## config.mk

```make
export PLATFORM = sky130hd
export DESIGN_NAME = activation_lut_loader
export DESIGN_NICKNAME = d
export VERILOG_FILES = /design/src/rtl/activation_lut_loader.sv
export SDC_FILE = /design/constraint.sdc
export NUM_CORES = 1
export LEC_CHECK = 0
export ABC_AREA = 0
export CAP_MARGIN = 20
export CORE_MARGIN = 2
export CORE_UTILIZATION = 40
export DETAILED_ROUTE_END_ITERATION = 10
export DONT_BUFFER_PORTS = 1
export GPL_ROUTABILITY_DRIVEN = 0
export PLACE_DENSITY = 0.63
export SLEW_MARGIN = 10
export SYNTH_ARGS = -nofsm -noshare
export SYNTH_HDL_FRONTEND = slang
export SYNTH_SLANG_ARGS = --single-unit
```

## constraint.sdc

```tcl
create_clock -name clk -period 2.2 [get_ports clk]
set_input_delay 0 -clock clk [delete_from_list [all_inputs] [get_ports clk]]
set_output_delay 0 -clock clk [all_outputs]
set_load 0.03 [all_outputs]
```

## src/rtl/activation_lut_loader.sv

```systemverilog
// ---------------------------------------------------------------------------
// activation_lut_loader
//   Write side of the activation-function lookup table. It takes a stream of
//   2**ADDR_W signed samples over a valid/ready handshake and stores them in a
//   register table. It serves base/next_data pairs to the LUT+interpolator
//   stage, so activation curves can be loaded at run time.
//
//   Optional feature: define LUT_CHECKSUM_EN to add a running mod-2**DATA_W
//   sum of the loaded samples on the checksum port.
//
// Ports
//   clk, rst     rising-edge clock, synchronous active-high reset
//   load_start   pulse: begin or restart a table load
//   wr_valid     wr_data is valid this cycle
//   wr_ready     loader accepts wr_data (high for the whole LOAD state)
//   wr_data      sample, stored at the next free index
//   busy         high while loading
//   table_valid  every entry has been written since the last load_start
//   address      read index
//   base         entry[address], registered
//   next_data    entry[address+1], saturated to the top entry
//   checksum     (LUT_CHECKSUM_EN only) sum of the samples accepted so far
// ---------------------------------------------------------------------------
module activation_lut_loader #(
    parameter int DATA_W = 8,
    parameter int ADDR_W = 4
) (
    input  logic              clk,
    input  logic              rst,
    input  logic              load_start,
    input  logic              wr_valid,
    output logic              wr_ready,
    input  logic [DATA_W-1:0] wr_data,
    output logic              busy,
    output logic              table_valid,
    input  logic [ADDR_W-1:0] address,
    output logic [DATA_W-1:0] base,
    output logic [DATA_W-1:0] next_data
`ifdef LUT_CHECKSUM_EN
    ,
    output logic [DATA_W-1:0] checksum
`endif
);

    localparam int              DEPTH = 2 ** ADDR_W;
    localparam logic [ADDR_W-1:0] LAST  = ADDR_W'(DEPTH - 1);

    typedef enum logic [1:0] {IDLE, LOAD, DONE} state_t;

    state_t              state_q, state_d;
    logic [ADDR_W-1:0]   wr_ptr_q, wr_ptr_d;
    logic                wr_ready_q, wr_ready_d;
    logic                busy_q, busy_d;
    logic                table_valid_q, table_valid_d;
    logic [DATA_W-1:0]   base_q, base_d;
    logic [DATA_W-1:0]   next_q, next_d;
    logic [DATA_W-1:0]   mem_q [DEPTH];
    logic [DATA_W-1:0]   mem_d [DEPTH];
    logic                beat;
    logic                enter_load;
`ifdef LUT_CHECKSUM_EN
    logic [DATA_W-1:0]   checksum_q, checksum_d;
`endif

    // wr_ready is only ever high in LOAD, so a beat implies the LOAD state.
    assign beat = wr_valid && wr_ready_q;

    always_comb begin
        state_d       = state_q;
        wr_ptr_d      = wr_ptr_q;
        wr_ready_d    = wr_ready_q;
        busy_d        = busy_q;
        table_valid_d = table_valid_q;
        mem_d         = mem_q;
        enter_load    = 1'b0;
`ifdef LUT_CHECKSUM_EN
        checksum_d    = checksum_q;
`endif
        // Reads come from the current table, so a same-cycle write to the
        // same entry is seen only on the following read.
        base_d = mem_q[address];
        next_d = (address == LAST) ? mem_q[LAST] : mem_q[address + ADDR_W'(1)];

        case (state_q)
            IDLE: if (load_start) enter_load = 1'b1;
            LOAD: begin
                // A restart outranks a beat in the same cycle; the beat is lost.
                if (load_start) begin
                    enter_load = 1'b1;
                end else if (beat) begin
                    mem_d[wr_ptr_q] = wr_data;
                    wr_ptr_d        = wr_ptr_q + ADDR_W'(1);  // wraps to 0 after LAST
`ifdef LUT_CHECKSUM_EN
                    checksum_d      = checksum_q + wr_data;
`endif
                    if (wr_ptr_q == LAST) begin
                        state_d       = DONE;
                        wr_ready_d    = 1'b0;
                        busy_d        = 1'b0;
                        table_valid_d = 1'b1;
                    end
                end
            end
            DONE:    if (load_start) enter_load = 1'b1;
            default: state_d = IDLE;
        endcase

        if (enter_load) begin
            state_d       = LOAD;
            wr_ptr_d      = '0;
            table_valid_d = 1'b0;
            busy_d        = 1'b1;
            wr_ready_d    = 1'b1;
`ifdef LUT_CHECKSUM_EN
            checksum_d    = '0;
`endif
        end
    end

    always_ff @(posedge clk) begin
        if (rst) begin
            state_q       <= IDLE;
            wr_ptr_q      <= '0;
            wr_ready_q    <= 1'b0;
            busy_q        <= 1'b0;
            table_valid_q <= 1'b0;
            base_q        <= '0;
            next_q        <= '0;
            for (int i = 0; i < DEPTH; i++) mem_q[i] <= '0;
`ifdef LUT_CHECKSUM_EN
            checksum_q    <= '0;
`endif
        end else begin
            state_q       <= state_d;
            wr_ptr_q      <= wr_ptr_d;
            wr_ready_q    <= wr_ready_d;
            busy_q        <= busy_d;
            table_valid_q <= table_valid_d;
            base_q        <= base_d;
            next_q        <= next_d;
            for (int i = 0; i < DEPTH; i++) mem_q[i] <= mem_d[i];
`ifdef LUT_CHECKSUM_EN
            checksum_q    <= checksum_d;
`endif
        end
    end

    assign wr_ready    = wr_ready_q;
    assign busy        = busy_q;
    assign table_valid = table_valid_q;
    assign base        = base_q;
    assign next_data   = next_q;
`ifdef LUT_CHECKSUM_EN
    assign checksum    = checksum_q;
`endif

endmodule

```

After elaboration in Yosys (flattened, before gate mapping)

Index checks and enable logic that the tools add are counted.

Muxes and demuxes: 22
Eq/ne operators: 12
Reductions and logical operators: 14
$add $sub $neg: 2
Bitwise gates (word level): 5
Magnitude comparators: 4

Operators by type and width:

| operator                                                    | count |
|---|---|
| bitwise mux 128 bit                                         | 1 |
| binary-select mux 8 bit (select 4 bit)                      | 2 |
| 2-to-1 mux 8 bit                                            | 6 |
| demux 8 bit (select 4 bit)                                  | 1 |
| AND reduction 4 bit                                         | 4 |
| >= comparator 5 bit (second input constant)                 | 3 |
| inverter 4 -> 5 bit                                         | 3 |
| inequality test 3 bit (second input constant)               | 3 |
| adder 4 x 1 -> 4 bit (second input constant)                | 2 |
| equality test 4 bit (second input constant)                 | 2 |
| 2-to-1 mux 1 bit                                            | 8 |
| 2-to-1 mux 2 bit                                            | 3 |
| inequality test 2 bit (second input constant)               | 3 |
| nonzero test 2 bit                                          | 3 |
| less-than comparator 5 x 1 -> 1 bit (second input constant) | 1 |
| inequality test 2 x 1 -> 1 bit (second input constant)      | 2 |
| one-hot mux 2 bit (2 select lines)                          | 1 |
| OR reduction 2 bit                                          | 2 |
| AND reduction 3 bit                                         | 1 |
| OR reduction 3 bit                                          | 1 |
| equality test 2 x 1 -> 1 bit (second input constant)        | 1 |
| equality test 2 bit (second input constant)                 | 1 |
| logical AND 1 bit                                           | 2 |
| logical NOT 2 bit                                           | 1 |
| inverter 1 bit                                              | 2 |

Register bits after elaboration: 152
Output and inout port bits: 19
Input bits: 16

Logic depth before layout (Yosys ltp)

Gate-level depths: netlist of the first run.

Word-level depth: 6
Depth in mapped cells: 7
Gate-level depth less buffers: 5

Worst setup path before layout of the first run

No wires, ideal clock.

Path kind: register to register
From: reg, netlist name busy
To: reg mem_q[79] (netlist name)
Data required time: 2.072 ns
Clock period less this slack: 1.929 ns
Library setup time: 0.128 ns
Buffers on the path: 2
Slack: 0.271 ns
Stages on the path, launching flop included: 7
Arrival time: 1.802 ns
Path through: dfxtp_1 nand4b_1 buf_2 nor4b_1 buf_2 mux2i_1 nor2_1

RTL lines:

| element       | RTL line | source |
|---|---|---|
| end, declared | 57       | `logic [DATA_W-1:0] mem_q [DEPTH];` |

Worst setup path in the final report of the first run

From: reg wr_ptr_q[1]
To: reg mem_q[117] (netlist name)

Longest elaborated chain between the ends: 6
Elaborated cells between the ends (all ways): 7

RTL lines:

| element                                                                                                 | RTL line | source |
|---|---|---|
| start, declared                                                                                         | 51       | `logic [ADDR_W-1:0] wr_ptr_q, wr_ptr_d;` |
| start signal, assigned                                                                                  | 135      | `wr_ptr_q <= wr_ptr_d;` |
| inverter 4 -> 5 bit (implied by the code) (*)                                                           | 91       | `mem_d[wr_ptr_q] = wr_data;` |
| >= comparator 5 bit (implied by the code) / less-than comparator 5 x 1 -> 1 bit (equally long branches) | 91       |  |
| logical AND 1 bit (implied by the code)                                                                 | 91       |  |
| 2-to-1 mux 8 bit (implied by the code)                                                                  | 91       |  |
| demux 8 bit (select 4 bit) (*)                                                                          | 91       |  |
| bitwise mux 128 bit (*)                                                                                 | 91       |  |

Mark *: on every way between the ends. The rest lies on a longest branch, timed or not.
A chain may end at the register's enable or synchronous reset.

==> run metrics, run 1 <==
min cycle time layout 2050 ps; number of nets at the end of the flow 738; status finished clean; switching power 0.00147 W; Core Area 0.0186 mm2; post-synth cell types 42; multiplexer fraction of the synthesized cell area 34.6%; total via count in the routed design 5726; Int Power 0.00475 W; part of the total power dissipated in the clock network 49.2%; CTS tree built; switching fraction of total power 23.6%; yosys synthesis warning count 0; floorplan die area 0.0200 mm2; Avg Synthesized Cell Area 10.6 um2; GRT Util Overall 21.8%; compound-gate portion of the synthesized area 6.75%; number of buffers inserted by port buffering 0; latest clock arrival within the worst-skew pair 430 ps; count of endpoints failing hold in the final timing report 0; most instantiated library cell after synthesis sky130_fd_sc_hd__dfxtp_1; setup repair after global routing missed its margin no; remaining number of nets flagged by the antenna check after routing 0; starting density of the core 40.6%; number of inserted diodes 0; Comb pwr share 5.9%; slew at the pin closest to its max-slew limit 867 ps; fraction of registers with async set or reset after synthesis 0%; critical path data arrival time 2370 ps; Most Used Layer, Global Route met2; instance count of the mapped netlist 711; basic-gate share of the synthesized area counting and, or, nand and nor cells 12.5%; Detailed Place HPWL 13.0 mm; initial antenna violation count 0; worst slack on hold paths 5.84 ps; global-route wire length before repair 33.1 mm; maximum number of pins on one net before global-route repair 120; # Max-Cap Violations 0; Max Root-Sink Buffers 2; biggest area consumer among synthesized cells sky130_fd_sc_hd__dfxtp_1; pwr dens 712 mW/mm2; number of top-level pins 35; Critical Path Source Type flip-flop; CP Max Fanout 8; routed len/inst 21.6 um; Final TNS setup 0 ps; num rows 50; achievable clock frequency 489 MHz; final number of max-transition violations 0; met1 Usage GRT 27.4%; proportion of layout cells with a drive suffix above 1 17.4%; initial drt markers 584; leakage dissipation 3.19 nW; area share of xor/xnor cells in the synthesized design 0.664%; worst hold path type in2reg; adder and majority cell fraction of the synthesized area 0.829%; largest clock skew in the final design 7.23 ps; Layout fillers 1676; DRC 0; post-synthesis cell area 0.00754 mm2; combinational family with the most area after synthesis multiplexers; dominant register cell in the synthesized netlist sky130_fd_sc_hd__dfxtp_1; clock root cell sky130_fd_sc_hd__clkbuf_16; startpoint-to-endpoint class of the critical path reg2reg; Total Routed Length 20.8 mm; syn_nets 732; CTS H-Tree Depth 4; clock slew at reported path FFs 60 ps; Final setup violation count 0; endpoint type of the worst setup path flip-flop; met2 Track Usage GR 36.1%; via count of the first global-routing pass 5881; portion of synthesized cell area occupied by the leading cell type 40.3%; number of flops mapped to enable cells by yosys 0; fraction of the cycle the final worst path needs 93.0%; core occupancy in the finished layout 47.0%; relative max-transition margin 42.1%; GRT Residual Overflow 0; worst-case vdd ir drop 0.566 mV; number of clock sinks 152; grt met3 use 5.97%; post-CTS repair timing setup buffer count 0; Chip Width 141 um; top cells by area in the synthesized netlist sky130_fd_sc_hd__dfxtp_1, sky130_fd_sc_hd__mux2i_1, sky130_fd_sc_hd__mux4_2, sky130_fd_sc_hd__nor2_1, sky130_fd_sc_hd__a22oi_1; vertical extent of the die 141 um; Synth Register Bits 152; Power Total 0.00622 W; Avg Vias per Cell 5.94; TritonCTS buffer count 17; synth cell count leaders sky130_fd_sc_hd__dfxtp_1, sky130_fd_sc_hd__mux2i_1, sky130_fd_sc_hd__nor2_1, sky130_fd_sc_hd__mux4_2, sky130_fd_sc_hd__nand2_1; First-pass DRT Iterations 7; share of power burned in registers 44.8%; share of the yosys chip area belonging to registers 40.3%; Critical Path RT 2520 ps; area growth from synthesis to layout 15.8%
## state kept, by name, summed over array words and instances (netlist names)
signal	flops
mem_q	128
base	8
next_data	8
wr_ptr_q	4
state_q	2
busy	1
table_valid	1
## path summary, 6_finish.rpt
check	slack, ps	cells past startpoint	end	start
min reg2reg	510	2	mem_q[8]$_SDFFE_PP0P_	mem_q[8]$_SDFFE_PP0P_
max	150	7	mem_q[117]$_SDFFE_PP0P_	wr_ptr_q[1]$_SDFFE_PP0P_
min	6	2	mem_q[79]$_SDFFE_PP0P_	rst
max reg2reg	150	7	mem_q[117]$_SDFFE_PP0P_	wr_ptr_q[1]$_SDFFE_PP0P_
## through the flow
step | std cells | setup slack, ps | cell area, um2
3_5_place_dp | 900 | 158 | 7770
6_report | 964 | 154 | 8740
5_1_grt | 964 | 37.7 | 8740
4_1_cts | 964 | 126 | 8730
3_3_place_gp | 900 | 198 | 7770
2_1_floorplan | 711 | 271 | 7540
## worst max-delay path, cell delays in order (launching register included)
cell and delay [ps]:
sky130_fd_sc_hd__dfxtp_1 390, sky130_fd_sc_hd__inv_1 90, sky130_fd_sc_hd__ha_1 250, sky130_fd_sc_hd__nand4b_1 120
sky130_fd_sc_hd__buf_4 230, sky130_fd_sc_hd__mux2i_1 230, sky130_fd_sc_hd__nor2_1 60, sky130_fd_sc_hd__dlygate4sd3_1 560
## per-layer routing
layer  share of wire (%)  routed length, um
met1                  42               8690
met2                  50              10300
met3                 6.3               1310
met4                 2.4                489
met5                   0                  0
## what timing repair did
item,CTS,global route
resized for setup,0,2
hold endpoints to repair,144,0
hold buffers,32,0
endpoints found under the setup margin,0,4
## placed cells by master (no fill, tap or decap), types with 2 or more instances in the layout
| master | netlist | layout |
|---|---|---|
| sky130_fd_sc_hd__mux4_2 | 48 | 48 |
| sky130_fd_sc_hd__mux2i_1 | 144 | 144 |
| sky130_fd_sc_hd__dfxtp_1 | 152 | 151 |
| sky130_fd_sc_hd__buf_4 | 4 | 24 |
| sky130_fd_sc_hd__a211oi_1 | 2 | 2 |
| sky130_fd_sc_hd__bufinv_16 | 0 | 3 |
| sky130_fd_sc_hd__nand2b_1 | 4 | 4 |
| sky130_fd_sc_hd__inv_1 | 3 | 3 |
| sky130_fd_sc_hd__nor3_4 | 2 | 2 |
| sky130_fd_sc_hd__and2_1 | 2 | 2 |
| sky130_fd_sc_hd__nor3_1 | 3 | 3 |
| sky130_fd_sc_hd__inv_6 | 0 | 3 |
| sky130_fd_sc_hd__clkbuf_16 | 0 | 17 |
| sky130_fd_sc_hd__o21ai_0 | 2 | 2 |
| sky130_fd_sc_hd__clkinv_4 | 0 | 5 |
| sky130_fd_sc_hd__a22oi_1 | 24 | 24 |
| sky130_fd_sc_hd__a21oi_1 | 11 | 11 |
| sky130_fd_sc_hd__dlygate4sd3_1 | 0 | 31 |
| sky130_fd_sc_hd__nand4b_1 | 4 | 4 |
| sky130_fd_sc_hd__nand2_1 | 36 | 36 |
| sky130_fd_sc_hd__xnor2_1 | 2 | 2 |
| sky130_fd_sc_hd__clkbuf_1 | 32 | 2 |
| sky130_fd_sc_hd__a32o_1 | 16 | 16 |
| sky130_fd_sc_hd__nor4b_2 | 0 | 9 |
| sky130_fd_sc_hd__mux2_2 | 8 | 8 |
| sky130_fd_sc_hd__nand3_1 | 2 | 2 |
| sky130_fd_sc_hd__o31ai_1 | 8 | 8 |
| sky130_fd_sc_hd__ha_1 | 5 | 5 |
| sky130_fd_sc_hd__nor2b_1 | 4 | 4 |
| sky130_fd_sc_hd__nor2_1 | 138 | 138 |
## cells by family (layout without fill, tap and decap cells)
kind of cell,after synthesis,count (layout)
AOI/OAI and AO/OA,67,67
DFF,152,152
adders and majority gates,5,5
xor gates and xnor gates,4,4
buffers and inverters,72,91
and+or+nand+nor,211,211
muxes,200,200
## layout make-up
cell class,count,area (um2),area share [%]
inverter,3,11.3,0.129
clock inverter,12,168,1.92
timing repair buffer,56,518,5.93
multi-input combinational,487,4260,48.7
clock buffer,20,447,5.11
tap,234,293,3.35
sequential,152,3040,34.8
## power by group through the flow
stage / Combinational (W) / Clock (W) / Sequential, W
5_1_grt: 0.000388 / 0.00322 / 0.00279
3_3_place_gp: 0.000260 / 0 / 0.00285
4_1_cts: 0.000361 / 0.00311 / 0.00279
2_1_floorplan: 0.000295 / 0 / 0.00285
3_5_place_dp: 0.000265 / 0 / 0.00285
6_report: 0.000369 / 0.00306 / 0.00279
(Power assumes the default switching activity.)
==> run 2, diff against run 1 <==
==> constraint.sdc (replaced) <==
create_clock -name clk -period 2.3 [get_ports clk]
set_input_delay 0 -clock clk [delete_from_list [all_inputs] [get_ports clk]]
set_output_delay 0 -clock clk [all_outputs]
set_load 0.03 [all_outputs]
==> run 2 against run 1 <==
Worst setup slack got worse by 34 ps; cell count increased by 0.10%; die area unchanged; total power decreased by 5.5%; clock power decreased by 7%; sequential cell count unchanged; maximum frequency decreased by 6.1%; clock skew about the same; combinational power decreased by 5%; worst hold slack got worse by 4.6 ps; largest cell class unchanged.
==> run metrics, run 2 (synthesis results as in run 1) <==
TritonCTS buffer count 17 (unchanged); Hold Startpoint rst; Hold Path End mem_q[7]$_SDFFE_PP0P_; worst hold path type in2reg; achievable clock frequency 459 MHz (-6.1%); starting density of the core 40.6% (unchanged); proportion of layout cells with a drive suffix above 1 18.5% (+1.1 points); most frequent cells in the layout sky130_fd_sc_hd__dfxtp_1, sky130_fd_sc_hd__mux2i_1, sky130_fd_sc_hd__nor2_1, sky130_fd_sc_hd__mux4_2, sky130_fd_sc_hd__nand2_1; grt met3 use 4.99% (-0.98 points); met2 Track Usage GR 35.0% (-1.1 points); crit path cell chain nand4b_1 > buf_6 > nor4b_2 > buf_4 > mux2i_1 > nor2_1 > dlygate4sd3_1; largest clock skew in the final design 7.11 ps (-0.120 ps); number of buffers inserted by port buffering 0 (unchanged); total via count in the routed design 5659 (-1.2%); clock root cell sky130_fd_sc_hd__clkbuf_16; via count of the first global-routing pass 5782 (-1.7%); initial antenna violation count 0 (unchanged); number of top-level pins 35 (unchanged); vertical extent of the die 141 um (unchanged); CP Max Fanout 16 (+8); maximum single-stage delay on the critical path 560 ps (about the same); family with the most delay on the worst path buffers and inverters; Max Root-Sink Buffers 2 (unchanged); Total Routed Length 20.0 mm (-3.6%); clock slew at reported path FFs 60 ps (about the same); register-to-register setup slack 120 ps (-30 ps); top register by number of flip-flops mem_q; most common cell after layout, fill and taps aside sky130_fd_sc_hd__dfxtp_1; Worst Reg-to-Reg Cells 7 (unchanged); maximum number of pins on one net before global-route repair 126 (+5.0%); status finished clean; Critical Path Source Type flip-flop; global-route wire length before repair 32.1 mm (-3.2%); number of flip-flops in the largest register 128 (unchanged); area of all placed cells without fillers 0.00873 mm2 (-0.13%); area growth from synthesis to layout 15.7%; endpoint type of the worst setup path flip-flop; GRT Residual Overflow 0 (unchanged); count of endpoints failing hold in the final timing report 0 (unchanged); post-layout worst setup margin 121 ps (-33.5 ps); # Max-Cap Violations 0 (unchanged); launch point of the worst reg-to-reg path state_q[1]$_SDFFE_PP0P_; number of nets at the end of the flow 739 (+0.14%); cell with the largest stage delay on the worst path sky130_fd_sc_hd__dlygate4sd3_1; Most Used Layer, Global Route met2; Final setup violation count 0 (unchanged); slew at the pin closest to its max-slew limit 918 ps (+50.2 ps); WP buf/inv 3 (unchanged); R2R Path End mem_q[63]$_SDFFE_PP0P_; core occupancy in the finished layout 47.0% (-0.061 points); Chip Width 141 um (unchanged); startpoint-to-endpoint class of the critical path reg2reg; Avg Vias per Cell 5.86 (-1.3%); Core Area 0.0186 mm2 (unchanged); num rows 50 (unchanged); latest clock arrival within the worst-skew pair 430 ps (about the same); met1 Usage GRT 26.2% (-1.2 points); worst slack, placed 330 ps (+172 ps); final number of max-transition violations 0 (unchanged); initial drt markers 457 (-22%); leakage dissipation 3.18 nW (-0.43%); number of stages on the worst hold path 2 (unchanged); worst-case vdd ir drop 0.533 mV (-5.8%); floorplan die area 0.0200 mm2 (unchanged); remaining number of nets flagged by the antenna check after routing 0 (unchanged); critical path data arrival time 2490 ps (+120 ps); Detailed Place HPWL 13.2 mm (+1.6%); Placed Area 0.00778 mm2 (about the same); routed len/inst 20.8 um (-3.7%); First-pass DRT Iterations 5 (-2); pwr dens 673 mW/mm2 (-5.4%); relative max-transition margin 38.7% (-3.4 points); number of clock sinks 152 (unchanged); CTS H-Tree Depth 4 (unchanged); Critical Path RT 2610 ps (+90 ps); CTS tree built; Final TNS setup 0 ps (unchanged); fraction of the cycle the final worst path needs 94.8% (+1.8 points); GRT Util Overall 20.8% (-0.97 points); min cycle time layout 2180 ps (+134 ps); DRC 0 (unchanged); worst slack on hold paths 1.25 ps (-4.59 ps); number of inserted diodes 0 (unchanged)
[run 2: changes by cell type in the layout (fill, tap and decap cells not counted), sizes merged]
cell         change
buf              +7
bufinv           -1
inv              +3
dlygate4sd3      -6
clkbuf           -2
clkinvlp         +2
clkinv           -2
[run 2: per-layer routing]
layer  vias to the layer above  part of all wire, %
li1                       2588                    -
met1                      2855                   42
met2                       184                   49
met3                        32                  6.5
met4                         0                  2.3
met5                         -                    0
[run 2: area by class of cell]
type | count | area [um2]
clock buffers | 18 | 439
clock inverters | 14 | 165
fillers | 1661 | 9850
inverters | 3 | 11.3
multi-input cells | 487 | 4250
flip-flops and latches | 152 | 3040
well taps | 234 | 293
repair buffers | 57 | 527
[run 2: power breakdown]
group / total (W) / internal (W) / switching (W)
registers: 0.00267 / 0.00264 / 0.0000217
clock network: 0.00286 / 0.00166 / 0.00120
logic: 0.000352 / 0.000144 / 0.000208
total: 0.00588 / 0.00445 / 0.00143
[run 2: worst max path at each step]
stage,cells after the start,startpoint,slack (ps),end
final,7,state_q[1]$_SDFFE_PP0P_,120,mem_q[63]$_SDFFE_PP0P_
after global routing,7,state_q[1]$_SDFFE_PP0P_,-0.1,mem_q[54]$_SDFFE_PP0P_
after CTS,7,state_q[1]$_SDFFE_PP0P_,30,mem_q[63]$_SDFFE_PP0P_
after detailed placement,5,wr_ptr_q[0]$_SDFFE_PP0P_,330,mem_q[99]$_SDFFE_PP0P_
after global placement,6,address[0],400,next_data[2]$_SDFF_PP0_
after floorplan,6,busy$_SDFFE_PP0P_,370,mem_q[79]$_SDFFE_PP0P_
[run 2: through the flow]
step / total power (W) / cells
after CTS: 0.00592 / 957
after detailed placement: 0.00298 / 899
after global placement: 0.00298 / 899
after floorplan: 0.00301 / 711
final: 0.00588 / 965
after global routing: 0.00605 / 965
[run 2: what timing repair did]
item / CTS / global route
endpoints found under the hold margin: 144 / 0
hold buffers: 26 / 0
setup endpoints to repair: 0 / 9
gates resized for setup: 0 / 1
setup buffers: 0 / 8
